===== src/rtl/axi_lite_cmd_master.sv =====
// Command/response stream to AXI4-Lite master bridge: one outstanding transaction,
// with a per-phase watchdog that turns a hung slave into an error response.
module axi_lite_cmd_master #(
  parameter int ADDR_W  = 8,
  parameter int DATA_W  = 32,
  parameter int TIMEOUT = 255
) (
  input  logic              clk,
  input  logic              rst_n,
  input  logic              cmd_valid,
  output logic              cmd_ready,
  input  logic              cmd_write,
  input  logic [ADDR_W-1:0] cmd_addr,
  input  logic [DATA_W-1:0] cmd_wdata,
  output logic              rsp_valid,
  input  logic              rsp_ready,
  output logic [DATA_W-1:0] rsp_rdata,
  output logic [1:0]        rsp_resp,
  output logic              rsp_timeout,
  output logic [ADDR_W-1:0] m_axi_awaddr,
  output logic              m_axi_awvalid,
  input  logic              m_axi_awready,
  output logic [DATA_W-1:0] m_axi_wdata,
  output logic              m_axi_wvalid,
  input  logic              m_axi_wready,
  input  logic [1:0]        m_axi_bresp,
  input  logic              m_axi_bvalid,
  output logic              m_axi_bready,
  output logic [ADDR_W-1:0] m_axi_araddr,
  output logic              m_axi_arvalid,
  input  logic              m_axi_arready,
  input  logic [DATA_W-1:0] m_axi_rdata,
  input  logic [1:0]        m_axi_rresp,
  input  logic              m_axi_rvalid,
  output logic              m_axi_rready
);

  localparam int CNT_W = (TIMEOUT > 1) ? $clog2(TIMEOUT) : 1;

  typedef enum logic [2:0] {
    S_IDLE,
    S_WR,
    S_WR_RESP,
    S_RD_ADDR,
    S_RD_DATA,
    S_RSP
  } state_t;

  state_t            state_q, state_d;
  logic [CNT_W-1:0]  cnt_q, cnt_d;
  logic [ADDR_W-1:0] addr_q, addr_d;
  logic [DATA_W-1:0] wdata_q, wdata_d;
  logic [DATA_W-1:0] rdata_q, rdata_d;
  logic [1:0]        resp_q, resp_d;
  logic              timeout_q, timeout_d;
  logic              rsp_valid_q, rsp_valid_d;
  logic              cmd_ready_q, cmd_ready_d;
  logic              awvalid_q, awvalid_d;
  logic              wvalid_q, wvalid_d;
  logic              bready_q, bready_d;
  logic              arvalid_q, arvalid_d;
  logic              rready_q, rready_d;
  logic              expire;
  logic              abort;
  logic              aw_hs, w_hs;

  // Counter sits at TIMEOUT-1 on the last permitted cycle of a phase.
  assign expire = (TIMEOUT != 0) && (cnt_q == CNT_W'(TIMEOUT - 1));
  assign aw_hs  = awvalid_q && m_axi_awready;
  assign w_hs   = wvalid_q && m_axi_wready;

  always_comb begin
    state_d     = state_q;
    cnt_d       = cnt_q;
    addr_d      = addr_q;
    wdata_d     = wdata_q;
    rdata_d     = rdata_q;
    resp_d      = resp_q;
    timeout_d   = timeout_q;
    rsp_valid_d = rsp_valid_q;
    awvalid_d   = awvalid_q;
    wvalid_d    = wvalid_q;
    bready_d    = bready_q;
    arvalid_d   = arvalid_q;
    rready_d    = rready_q;
    abort       = 1'b0;

    if (state_q inside {S_WR, S_WR_RESP, S_RD_ADDR, S_RD_DATA}) begin
      cnt_d = (TIMEOUT != 0) ? cnt_q + 1'b1 : '0;
    end

    case (state_q)
      S_IDLE: begin
        if (cmd_valid && cmd_ready_q) begin
          addr_d  = cmd_addr & ~(ADDR_W'(3));
          wdata_d = cmd_wdata;
          cnt_d   = '0;
          if (cmd_write) begin
            state_d   = S_WR;
            awvalid_d = 1'b1;
            wvalid_d  = 1'b1;
          end else begin
            state_d   = S_RD_ADDR;
            arvalid_d = 1'b1;
          end
        end
      end
      S_WR: begin
        if (aw_hs) awvalid_d = 1'b0;
        if (w_hs)  wvalid_d  = 1'b0;
        // A channel is finished once its valid has already dropped or handshakes now.
        if ((!awvalid_q || aw_hs) && (!wvalid_q || w_hs)) begin
          state_d  = S_WR_RESP;
          bready_d = 1'b1;
          cnt_d    = '0;
        end else if (expire) begin
          abort = 1'b1;
        end
      end
      S_WR_RESP: begin
        if (m_axi_bvalid && bready_q) begin
          state_d     = S_RSP;
          bready_d    = 1'b0;
          resp_d      = m_axi_bresp;
          rdata_d     = '0;
          timeout_d   = 1'b0;
          rsp_valid_d = 1'b1;
        end else if (expire) begin
          abort = 1'b1;
        end
      end
      S_RD_ADDR: begin
        if (arvalid_q && m_axi_arready) begin
          state_d   = S_RD_DATA;
          arvalid_d = 1'b0;
          rready_d  = 1'b1;
          cnt_d     = '0;
        end else if (expire) begin
          abort = 1'b1;
        end
      end
      S_RD_DATA: begin
        if (m_axi_rvalid && rready_q) begin
          state_d     = S_RSP;
          rready_d    = 1'b0;
          rdata_d     = m_axi_rdata;
          resp_d      = m_axi_rresp;
          timeout_d   = 1'b0;
          rsp_valid_d = 1'b1;
        end else if (expire) begin
          abort = 1'b1;
        end
      end
      S_RSP: begin
        if (rsp_ready) begin
          state_d     = S_IDLE;
          rsp_valid_d = 1'b0;
        end
      end
      default: state_d = S_IDLE;
    endcase

    // Watchdog recovery deliberately drops valids mid-handshake.
    if (abort) begin
      state_d     = S_RSP;
      awvalid_d   = 1'b0;
      wvalid_d    = 1'b0;
      bready_d    = 1'b0;
      arvalid_d   = 1'b0;
      rready_d    = 1'b0;
      rdata_d     = '0;
      resp_d      = 2'b10;
      timeout_d   = 1'b1;
      rsp_valid_d = 1'b1;
    end

    cmd_ready_d = (state_d == S_IDLE);
  end

  always_ff @(posedge clk or negedge rst_n) begin
    if (!rst_n) begin
      state_q     <= S_IDLE;
      cnt_q       <= '0;
      addr_q      <= '0;
      wdata_q     <= '0;
      rdata_q     <= '0;
      resp_q      <= '0;
      timeout_q   <= 1'b0;
      rsp_valid_q <= 1'b0;
      cmd_ready_q <= 1'b0;
      awvalid_q   <= 1'b0;
      wvalid_q    <= 1'b0;
      bready_q    <= 1'b0;
      arvalid_q   <= 1'b0;
      rready_q    <= 1'b0;
    end else begin
      state_q     <= state_d;
      cnt_q       <= cnt_d;
      addr_q      <= addr_d;
      wdata_q     <= wdata_d;
      rdata_q     <= rdata_d;
      resp_q      <= resp_d;
      timeout_q   <= timeout_d;
      rsp_valid_q <= rsp_valid_d;
      cmd_ready_q <= cmd_ready_d;
      awvalid_q   <= awvalid_d;
      wvalid_q    <= wvalid_d;
      bready_q    <= bready_d;
      arvalid_q   <= arvalid_d;
      rready_q    <= rready_d;
    end
  end

  assign cmd_ready     = cmd_ready_q;
  assign rsp_valid     = rsp_valid_q;
  assign rsp_rdata     = rdata_q;
  assign rsp_resp      = resp_q;
  assign rsp_timeout   = timeout_q;
  assign m_axi_awaddr  = addr_q;
  assign m_axi_awvalid = awvalid_q;
  assign m_axi_wdata   = wdata_q;
  assign m_axi_wvalid  = wvalid_q;
  assign m_axi_bready  = bready_q;
  assign m_axi_araddr  = addr_q;
  assign m_axi_arvalid = arvalid_q;
  assign m_axi_rready  = rready_q;

endmodule


===== config.mk =====
export PLATFORM = sky130hd
export DESIGN_NAME = axi_lite_cmd_master
export DESIGN_NICKNAME = d
export VERILOG_FILES = /design/src/rtl/axi_lite_cmd_master.sv
export SDC_FILE = /design/constraint.sdc
export NUM_CORES = 1
export LEC_CHECK = 0
export ABC_AREA = 1
export ABC_CLOCK_PERIOD_IN_PS = 5400
export CAP_MARGIN = 5
export CORE_UTILIZATION = 30
export CTS_BUF_LIST = sky130_fd_sc_hd__clkbuf_4 sky130_fd_sc_hd__clkbuf_8
export CTS_CLUSTER_SIZE = 16
export DETAILED_ROUTE_END_ITERATION = 7
export HOLD_SLACK_MARGIN = 0.06
export SKIP_LAST_GASP = 1
export SLEW_MARGIN = 20
export SYNTH_ARGS = -nofsm -noshare
export SYNTH_HDL_FRONTEND = slang
export SYNTH_SLANG_ARGS = --single-unit

===== constraint.sdc =====
create_clock -name clk -period 5.4 [get_ports clk]
set_clock_uncertainty 0.15 [all_clocks]
set_input_delay 1.35 -clock clk [delete_from_list [all_inputs] [get_ports clk]]
set_output_delay 1.35 -clock clk [all_outputs]
set_load 0.03 [all_outputs]

==> results.py, run 1 <==
metrics = {
    "worst_setup_path": {
        "worstSetupStartpoint": "m_axi_wready",
        "reg2reg_slack_ns": 2.62,
        "worstSetupPathType": "in -> reg",
        "required_ns": 5.56,
        "max_stage_delay_ns": 0.50,
        "r2r-end": "rsp_rdata[13]$_DFFE_PN0P_",
        "slowest_stage": "nand2_4",
        "arrival_ns": 3.92,
        "crit_path_cell_trace": "clkdlybuf4s50_1 > inv_1 > nand2_1 > nand2_1 > nand2_1 > nand2_1 > o21ai_2 > nand3_4 > nand2_4 > nand2_1 > nand2_1",
        "r2r_cells": 11,
        "cpMostUsedCell": "nand2_1",
        "cp_max_fo": 36,
        "cp-start-kind": "primary input",
        "end_kind": "register",
        "r2r-start": "cnt_q[0]$_DFF_PN0_",
    },
    "clocking": {
        "numCtsBuffers": 9,
        "clkTransAtPathRegs_ns": 0.08,
        "clock_latency_ns": 0.37,
        "cts_tree": "yes",
        "root_buffer": "clkbuf_8",
        "cts.hold.buffers_added": 0,
        "cts_sinks": 91,
        "htree_levels": 3,
        "clockBufferDepth": 2,
        "cts_resized": 0,
        "cts_setup_buffers": 0,
    },
    "power": {
        "total_power_mw": 3.50,
        "total_leakage_power_nw": 3.06,
        "power_density_nw_per_um2": 561,
        "peakVddDrop_mv": 0.253,
    },
    "placed_design": {
        "placed_cell_area_um2": 6000,
        "place_congestion": 0.854,
        "dp_slack_ns": 1.25,
        "port_buffers": 169,
        "placedCellCount": 873,
        "hpwl_mm": 7.88,
    },
    "grt": {
        "overflow": 0,
        "grt_max_degree": 52,
        "grt_pass1_vias": 3867,
        "gr-usage-all-layers": 0.165,
        "antenna_found_initial": 0,
        "grt_pass1_wl_mm": 19.1,
    },
    "route": {
        "avgRoutedWirePerCell_um": 12.9,
        "drt_iter0_markers": 304,
        "drc": 0,
        "via_count": 3941,
        "viasPerCell": 4.43,
        "first_pass_iters": 4,
        "routed_wl_mm": 11.4,
        "ant_nets": 0,
    },
    "sta": {
        "layout_setup_ws_ns": 1.64,
        "tightest_slew_ns": 0.890,
        "grt_setup_unrepaired": "false",
        "relSlewSlack": 0.403,
        "fin_crit_sh": 0.697,
        "finalSetupTns_ns": 0,
        "fin_hold_ws_ns": 0.329,
        "setup_viol": 0,
        "finalHoldViolCount": 0,
        "slew_violations": 0,
        "post-route-min-period_ns": 3.76,
        "fmax_ghz": 0.266,
    },
    "floorplanning": {
        "dieArea_um2": 14800,
        "rows": 43,
        "die_x_um": 121,
        "coreArea_um2": 13900,
        "start_util": 0.308,
        "io_pins": 176,
        "die_height_um": 121,
    },
    "final_layout": {
        "design_area_um2": 6230,
        "drive_gt1_frac": 0.0437,
        "syn_to_final_growth_pct": 45.6,
        "stdcell_count": 889,
        "fin_nets": 792,
        "final_util": 0.449,
        "diodes": 0,
        "fill_cells": 1379,
    },
    "job": {
        "cap_violations": 0,
    },
    "worst_hold_path": {
        "hold_path_depth": 2,
        "hold_end": "m_axi_wdata[29]$_DFFE_PN0P_",
        "hold_path.class": "reg -> reg",
        "worstHoldStart": "m_axi_wdata[29]$_DFFE_PN0P_",
    },
    "yosys": {
        "ys_top_cells_by_area": "dfrtp_1 53%, nand2_1 23%, nand3_1 5.4%, nor2_1 5.0%, buf_4 2.1%",
        "ys_types": 30,
        "syn-cell-area_um2": 4280,
        "synthDominantCellAreaShare": 0.532,
        "ys_ff_latch": 91,
        "yosysWarnings": 0,
        "synth_cells": 554,
        "ys_seq_area_frac": 0.532,
        "yosys.area.top_type": "dfrtp_1",
        "syn_avg_cell_area_um2": 7.73,
    },
    "run_status": {
        "status": "finished, final reports clean",
    },
}
==> worst max-delay path by stage <==
stage | slack, ns | cells after the start | to
6_report | 1.64 | 11 | rsp_rdata[13]$_DFFE_PN0P_
3_5_place_dp | 1.25 | 11 | rsp_rdata[13]$_DFFE_PN0P_
5_1_grt | 1.34 | 11 | rsp_rdata[13]$_DFFE_PN0P_
4_1_cts | 1.64 | 11 | rsp_rdata[13]$_DFFE_PN0P_
3_3_place_gp | 1.25 | 11 | rsp_rdata[11]$_DFFE_PN0P_
2_1_floorplan | 2.88 | 11 | rsp_rdata[0]$_DFFE_PN0P_
==> worst max-delay path: cells and delay by family <==
family                 cells  cell delay, ns
AO/OA/AOI/OAI              1            0.47
buffers and inverters      2            0.50
AND/OR/NAND/NOR            8            1.58
==> layer usage <==
layer	global-route usage	vias to the layer above	routed length, um
li1	-	2004	-
met1	0.223	1798	5260
met5	0	-	0
met4	0.0694	0	205
met3	0.0385	14	796
met2	0.252	125	5180
==> cells in the final DEF (no fill, tap or decap), drive strengths merged, types with 3 or more instances in the layout <==
| cell | instances |
|---|---|
| conb | 4 |
| dfrtp | 91 |
| clkdlybuf4s50 | 168 |
| nor2 | 59 |
| xor2 | 3 |
| nand2 | 268 |
| clkinv | 4 |
| nand4 | 3 |
| clkbuf | 11 |
| o21ai | 6 |
| a21oi | 8 |
| nand3 | 47 |
| nor3 | 6 |
| inv | 19 |
| buf | 3 |
==> synthesized netlist by cell type (all sizes together) <==
library cell,instances
a211oi,1
a21oi,8
a41oi,1
buf,32
clkbuf,3
clkinv,1
conb,1
dfrtp,91
ha,2
inv,19
nand2,268
nand3,47
nand3b,1
nand4,3
nor2,59
nor3,6
o21ai,6
o22ai,2
xor2,3
==> cells by family after synthesis <==
family / Yosys count / synth area share
XOR/XNOR: 3 / 0.00614
adder cells (fa/ha/maj): 2 / 0.00584
other: 1 / 0.000876
buffers and inverters: 55 / 0.0687
flip-flops: 91 / 0.532
AND/OR/NAND/NOR: 384 / 0.362
AO/OA/AOI/OAI: 18 / 0.0248
==> report_power, final <==
group	leakage, nW	internal (mW)	total [mW]	switching, mW
clock	0.119	0.284	0.522	0.238
combinational	1.75	0.692	1.85	1.16
sequential	1.19	0.945	1.12	0.177
==> flip-flops by register name, indices dropped and copies added, names as in the netlist, 2 cells and up <==
name / flops
cnt_q: 8
state_q: 3
m_axi_wdata: 32
rsp_rdata: 32
rsp_resp: 2
m_axi_araddr: 6
==> layout make-up <==
type / instances / area (um^2) / share of cell area
timing repair buffer: 171 / 1700 / 0.273
sequential: 91 / 2280 / 0.365
inverter: 20 / 75.1 / 0.0120
clock buffer: 11 / 151 / 0.0243
tap: 180 / 225 / 0.0361
multi-input combinational: 411 / 1720 / 0.277
clock inverter: 5 / 75.1 / 0.0120
Power figures use the tool's default switching activity.
==> inputs of run 2 (changes only) <==
- ABC_CLOCK_PERIOD_IN_PS: 5400 -> 3050
- clock period: 5.4 -> 3.05 ns (I/O delays scaled with it)
==> run 2 against run 1 <==
  * Critical path depth is the same
  * Die area stayed put
  * Via count is 2.8% higher
  * Global-route usage shrank 0.41 points
  * Sequential power rose by 77%
  * Core utilization increased by 0.24 points
  * Routed wire length increased by 1.8%
  * Total power is 74% higher
  * Critical path type unchanged
==> results.py, run 2 (synthesized netlist as in run 1, its figures left out) <==
metrics = {
    "sta": {
        "finalSetupTns_ns": 0,
        "finalHoldViolCount": 0,
        "grt_setup_unrepaired": "false",
        "tightest_slew_ns": 0.532,
        "slew_violations": 0,
        "fmax_ghz": 0.407,
        "post-route-min-period_ns": 2.46,
        "setup_viol": 0,
        "relSlewSlack": 0.645,
        "fin_crit_sh": 0.806,
    },
    "floorplanning": {
        "coreArea_um2": 13900,
        "start_util": 0.308,
        "die_height_um": 121,
        "io_pins": 176,
        "rows": 43,
        "die_x_um": 121,
        "dieArea_um2": 14800,
    },
    "final_layout": {
        "fill_cells": 1370,
        "drive_gt1_frac": 0.0516,
        "fin_nets": 801,
        "final_cell_mix": "265 x nand2_1, 168 x clkdlybuf4s50_1, 91 x dfrtp_1",
        "design_area_um2": 6270,
        "final_common_cell": "nand2_1",
        "syn_to_final_growth_pct": 46.3,
        "diodes": 0,
    },
    "grt": {
        "grt_pass1_vias": 3886,
        "grt_pass1_wl_mm": 18.7,
        "grt_max_degree": 42,
        "antenna_found_initial": 0,
        "gr-usage-all-layers": 0.161,
        "overflow": 0,
    },
    "worst_setup_path": {
        "slowest_stage": "clkdlybuf4s50_1",
        "cpMostUsedCell": "nand2_1",
        "cp-start-kind": "primary input",
        "reg2reg_slack_ns": 0.66,
        "end_kind": "register",
        "required_ns": 3.20,
        "r2r-end": "rsp_rdata[15]$_DFFE_PN0P_",
        "cp_max_fo": 36,
        "r2r-start": "cnt_q[0]$_DFF_PN0_",
        "max_stage_delay_ns": 0.46,
        "worstSetupPathType": "in -> reg",
        "worstSetupStartpoint": "m_axi_wready",
        "arrival_ns": 2.61,
        "r2r_cells": 11,
        "crit_path_cell_trace": "clkdlybuf4s50_1 > inv_1 > nand2_1 > nand2_1 > nand2_1 > nand2_1 > o21ai_2 > nand3_4 > nand2_4 > nand2_1 > nand2_1",
    },
    "clocking": {
        "htree_levels": 3,
        "clkTransAtPathRegs_ns": 0.08,
        "clock_latency_ns": 0.36,
        "clockBufferDepth": 2,
        "cts_resized": 0,
        "cts.hold.buffers_added": 0,
        "cts_sinks": 91,
        "numCtsBuffers": 9,
        "root_buffer": "clkbuf_8",
        "cts_setup_buffers": 0,
        "cts_tree": "yes",
    },
    "route": {
        "first_pass_iters": 4,
        "viasPerCell": 4.52,
        "via_count": 4052,
        "ant_nets": 0,
        "drt_iter0_markers": 212,
        "routed_wl_mm": 11.6,
        "drc": 0,
        "avgRoutedWirePerCell_um": 13.0,
    },
    "power": {
        "total_power_mw": 6.09,
        "peakVddDrop_mv": 0.501,
        "power_density_nw_per_um2": 972,
        "total_leakage_power_nw": 3.09,
    },
    "placed_design": {
        "place_congestion": 0.849,
        "hpwl_mm": 8.26,
        "port_buffers": 169,
        "placed_cell_area_um2": 6080,
    },
    "worst_hold_path": {
        "hold_path.class": "in -> async",
    },
    "run_status": {
        "status": "finished, final reports clean",
    },
    "job": {
        "cap_violations": 0,
    },
}
[run 2: final cells by class]
class | count | area (um^2) | share of cell area
sequential | 91 | 2280 | 0.363
timing repair buffer | 180 | 1780 | 0.285
multi-input combinational | 411 | 1720 | 0.275
tap | 180 | 225 | 0.0359
clock buffer | 13 | 173 | 0.0276
inverter | 20 | 75.1 | 0.0120
clock inverter | 2 | 10.0 | 0.00160
[run 2: through the flow]
stage	utilization	instances	setup WS, ns	hold WS [ns]
6_report	0.451	897	0.591	0.223
5_1_grt	0.451	897	0.421	0.256
4_1_cts	0.451	897	0.601	0.230
3_5_place_dp	0.438	882	0.220	0.309
3_3_place_gp	0.438	882	0.247	0.309
2_1_floorplan	-	557	1.12	0.316
[run 2: layer usage]
layer  vias to the layer above  GRT usage  routed length [um]
met4                         0     0.0710                 223
met1                      1892      0.206                5350
met2                       131      0.257                5350
met3                        17     0.0381                 721
met5                         -          0                   0
li1                       2012          -                   -
[run 2: worst max-delay path, delay by kind of cell]
family          cells  cell delay, ns
compound gates      1            0.18
buf+inv             2            0.50
simple gates        8            1.15
[run 2: how the worst max path moves through the flow]
stage	end	slack (ns)	depth (start not counted)
after global routing	rsp_rdata[31]$_DFFE_PN0P_	0.42	11
final	rsp_rdata[15]$_DFFE_PN0P_	0.59	11
after CTS	m_axi_bready	0.60	1
after global placement	rsp_rdata[10]$_DFFE_PN0P_	0.25	11
after floorplan	rsp_rdata[0]$_DFFE_PN0P_	1.12	11
after detailed placement	rsp_rdata[15]$_DFFE_PN0P_	0.22	11
[run 2: report_power, final]
part / leakage [nW] / switching [mW] / internal, mW
logic: 1.80 / 2.07 / 1.26
clock network: 0.0987 / 0.410 / 0.366
registers: 1.19 / 0.308 / 1.67
total: 3.09 / 2.79 / 3.30
==> inputs of run 3 (changes only) <==
- ABC_CLOCK_PERIOD_IN_PS: 3050 -> 2100
- clock period: 3.05 -> 2.1 ns (I/O delays scaled with it)
==> run 3 against run 2 <==
  * Combinational power is 47% higher
  * Worst hold slack improved by 0.099 ns
  * Total power is 47% higher
==> results.py, run 3 (synthesized netlist as in run 1, its figures left out) <==
metrics = {
    "power": {
        "power_density_nw_per_um2": 1370,
        "peakVddDrop_mv": 0.583,
        "total_leakage_power_nw": 3.76,
    },
    "sta": {
        "relSlewSlack": 0.662,
        "post-route-min-period_ns": 2.06,
        "tightest_slew_ns": 0.507,
        "fin_crit_sh": 0.983,
        "setup_viol": 0,
        "grt_setup_unrepaired": "false",
        "finalSetupTns_ns": 0,
        "slew_violations": 0,
        "fmax_ghz": 0.484,
        "finalHoldViolCount": 0,
    },
    "job": {
        "cap_violations": 0,
    },
    "clocking": {
        "cts_sinks": 91,
        "root_buffer": "clkbuf_8",
        "htree_levels": 3,
        "clkTransAtPathRegs_ns": 0.08,
        "numCtsBuffers": 9,
        "clockBufferDepth": 2,
        "clock_latency_ns": 0.37,
        "cts_tree": "yes",
    },
    "worst_setup_path": {
        "required_ns": 1.42,
        "worstSetupPathType": "reg -> out",
        "crit_path_cell_trace": "clkdlybuf4s50_1",
        "max_stage_delay_ns": 0.67,
        "cp_max_fo": 2,
        "cp-start-kind": "register",
        "reg2reg_slack_ns": 0.18,
        "r2r-end": "rsp_rdata[6]$_DFFE_PN0P_",
        "cpLargestDelayFamily": "buffers and inverters",
        "end_kind": "primary output",
        "arrival_ns": 1.39,
        "r2r-start": "cnt_q[0]$_DFF_PN0_",
        "cp_num_buf_inv": 1,
        "r2r_cells": 13,
        "slowest_stage": "clkdlybuf4s50_1",
    },
    "placed_design": {
        "port_buffers": 169,
        "hpwl_mm": 8.15,
        "place_congestion": 0.863,
    },
    "floorplanning": {
        "die_x_um": 121,
        "io_pins": 176,
        "coreArea_um2": 13900,
        "start_util": 0.308,
        "dieArea_um2": 14800,
        "die_height_um": 121,
        "rows": 43,
    },
    "grt": {
        "grt_pass1_vias": 3955,
        "grt_pass1_wl_mm": 18.6,
        "overflow": 0,
        "grt_max_degree": 92,
        "antenna_found_initial": 0,
        "gr-usage-all-layers": 0.159,
    },
    "route": {
        "viasPerCell": 4.43,
        "avgRoutedWirePerCell_um": 12.7,
        "drt_iter0_markers": 235,
        "ant_nets": 0,
        "routed_wl_mm": 11.7,
        "first_pass_iters": 5,
        "via_count": 4076,
        "drc": 0,
    },
    "final_layout": {
        "final_util": 0.472,
        "fin_nets": 823,
        "final_common_cell": "nand2_1",
        "drive_gt1_frac": 0.0865,
        "syn_to_final_growth_pct": 53.2,
        "final_cell_mix": "263 x nand2_1, 90 x dfrtp_1, 85 x clkdlybuf4s50_1",
        "diodes": 0,
        "fill_cells": 1365,
    },
    "worst_hold_path": {
        "worstHoldStart": "rsp_resp[1]$_DFFE_PN0P_",
        "hold_path.class": "reg -> reg",
        "hold_path_depth": 2,
        "hold_end": "rsp_resp[1]$_DFFE_PN0P_",
    },
    "run_status": {
        "status": "finished, final reports clean",
    },
}
[run 3: repair_timing]
item / 4_1_cts / 5_1_grt
setup buffers: 0 / 1
pin swaps: 0 / 4
hold buffers: 1 / 0
endpoints found under the hold margin: 7 / 0
gates resized for setup: 61 / 29
cloned: 0 / 1
setup endpoints to repair: 61 / 35
[run 3: worst min-delay path: stages (launching register included)]
cell,delay (ns)
dfrtp_1,0.35
nand2_1,0.05
nand2_1,0.04
[run 3: per-layer routing]
layer | track usage | up-vias | wire length, um
li1 | - | 2068 | -
met1 | 0.203 | 1861 | 5280
met2 | 0.256 | 130 | 5390
met3 | 0.0367 | 17 | 753
met4 | 0.0725 | 0 | 241
met5 | 0 | - | 0
[run 3: worst max-delay path by stage]
stage / from / endpoint / slack (ns) / cells past startpoint
2_1_floorplan: cnt_q[0]$_DFF_PN0_ / rsp_rdata[13]$_DFFE_PN0P_ / 0.23 / 12
3_3_place_gp: m_axi_wready / rsp_rdata[10]$_DFFE_PN0P_ / -0.23 / 11
3_5_place_dp: m_axi_wready / rsp_rdata[10]$_DFFE_PN0P_ / -0.25 / 11
4_1_cts: rsp_rdata[17]$_DFFE_PN0P_ / rsp_rdata[17] / 0.002 / 1
5_1_grt: rsp_rdata[3]$_DFFE_PN0P_ / rsp_rdata[3] / 0.002 / 1
6_report: rsp_rdata[29]$_DFFE_PN0P_ / rsp_rdata[29] / 0.04 / 1
[run 3: stage by stage]
step | total power [mW] | worst slack (ns) | hold WS (ns) | cell area, um^2 | std cells
after CTS | 9.02 | 0.00170 | 0.325 | 6450 | 918
after global routing | 9.60 | 0.00176 | 0.359 | 6560 | 920
after detailed placement | 8.11 | -0.248 | 0.308 | 6310 | 901
after global placement | 8.03 | -0.227 | 0.306 | 6310 | 901
after floorplan | 5.88 | 0.231 | 0.0794 | 4290 | 557
final | 8.98 | 0.0352 | 0.322 | 6560 | 920
[run 3: power by group]
part,switching [mW],internal (mW)
clock network,0.632,0.608
registers,0.412,2.43
logic,3.09,1.80
total,4.14,4.84
[run 3: area by class of cell]
type	instances	area, um^2	share of cell area
tap	180	225	0.0343
inverter	20	75.1	0.0114
sequential	91	2280	0.347
clock inverter	4	50.0	0.00763
multi-input combinational	411	1740	0.265
clock buffer	12	153	0.0233
timing repair buffer	202	2040	0.311
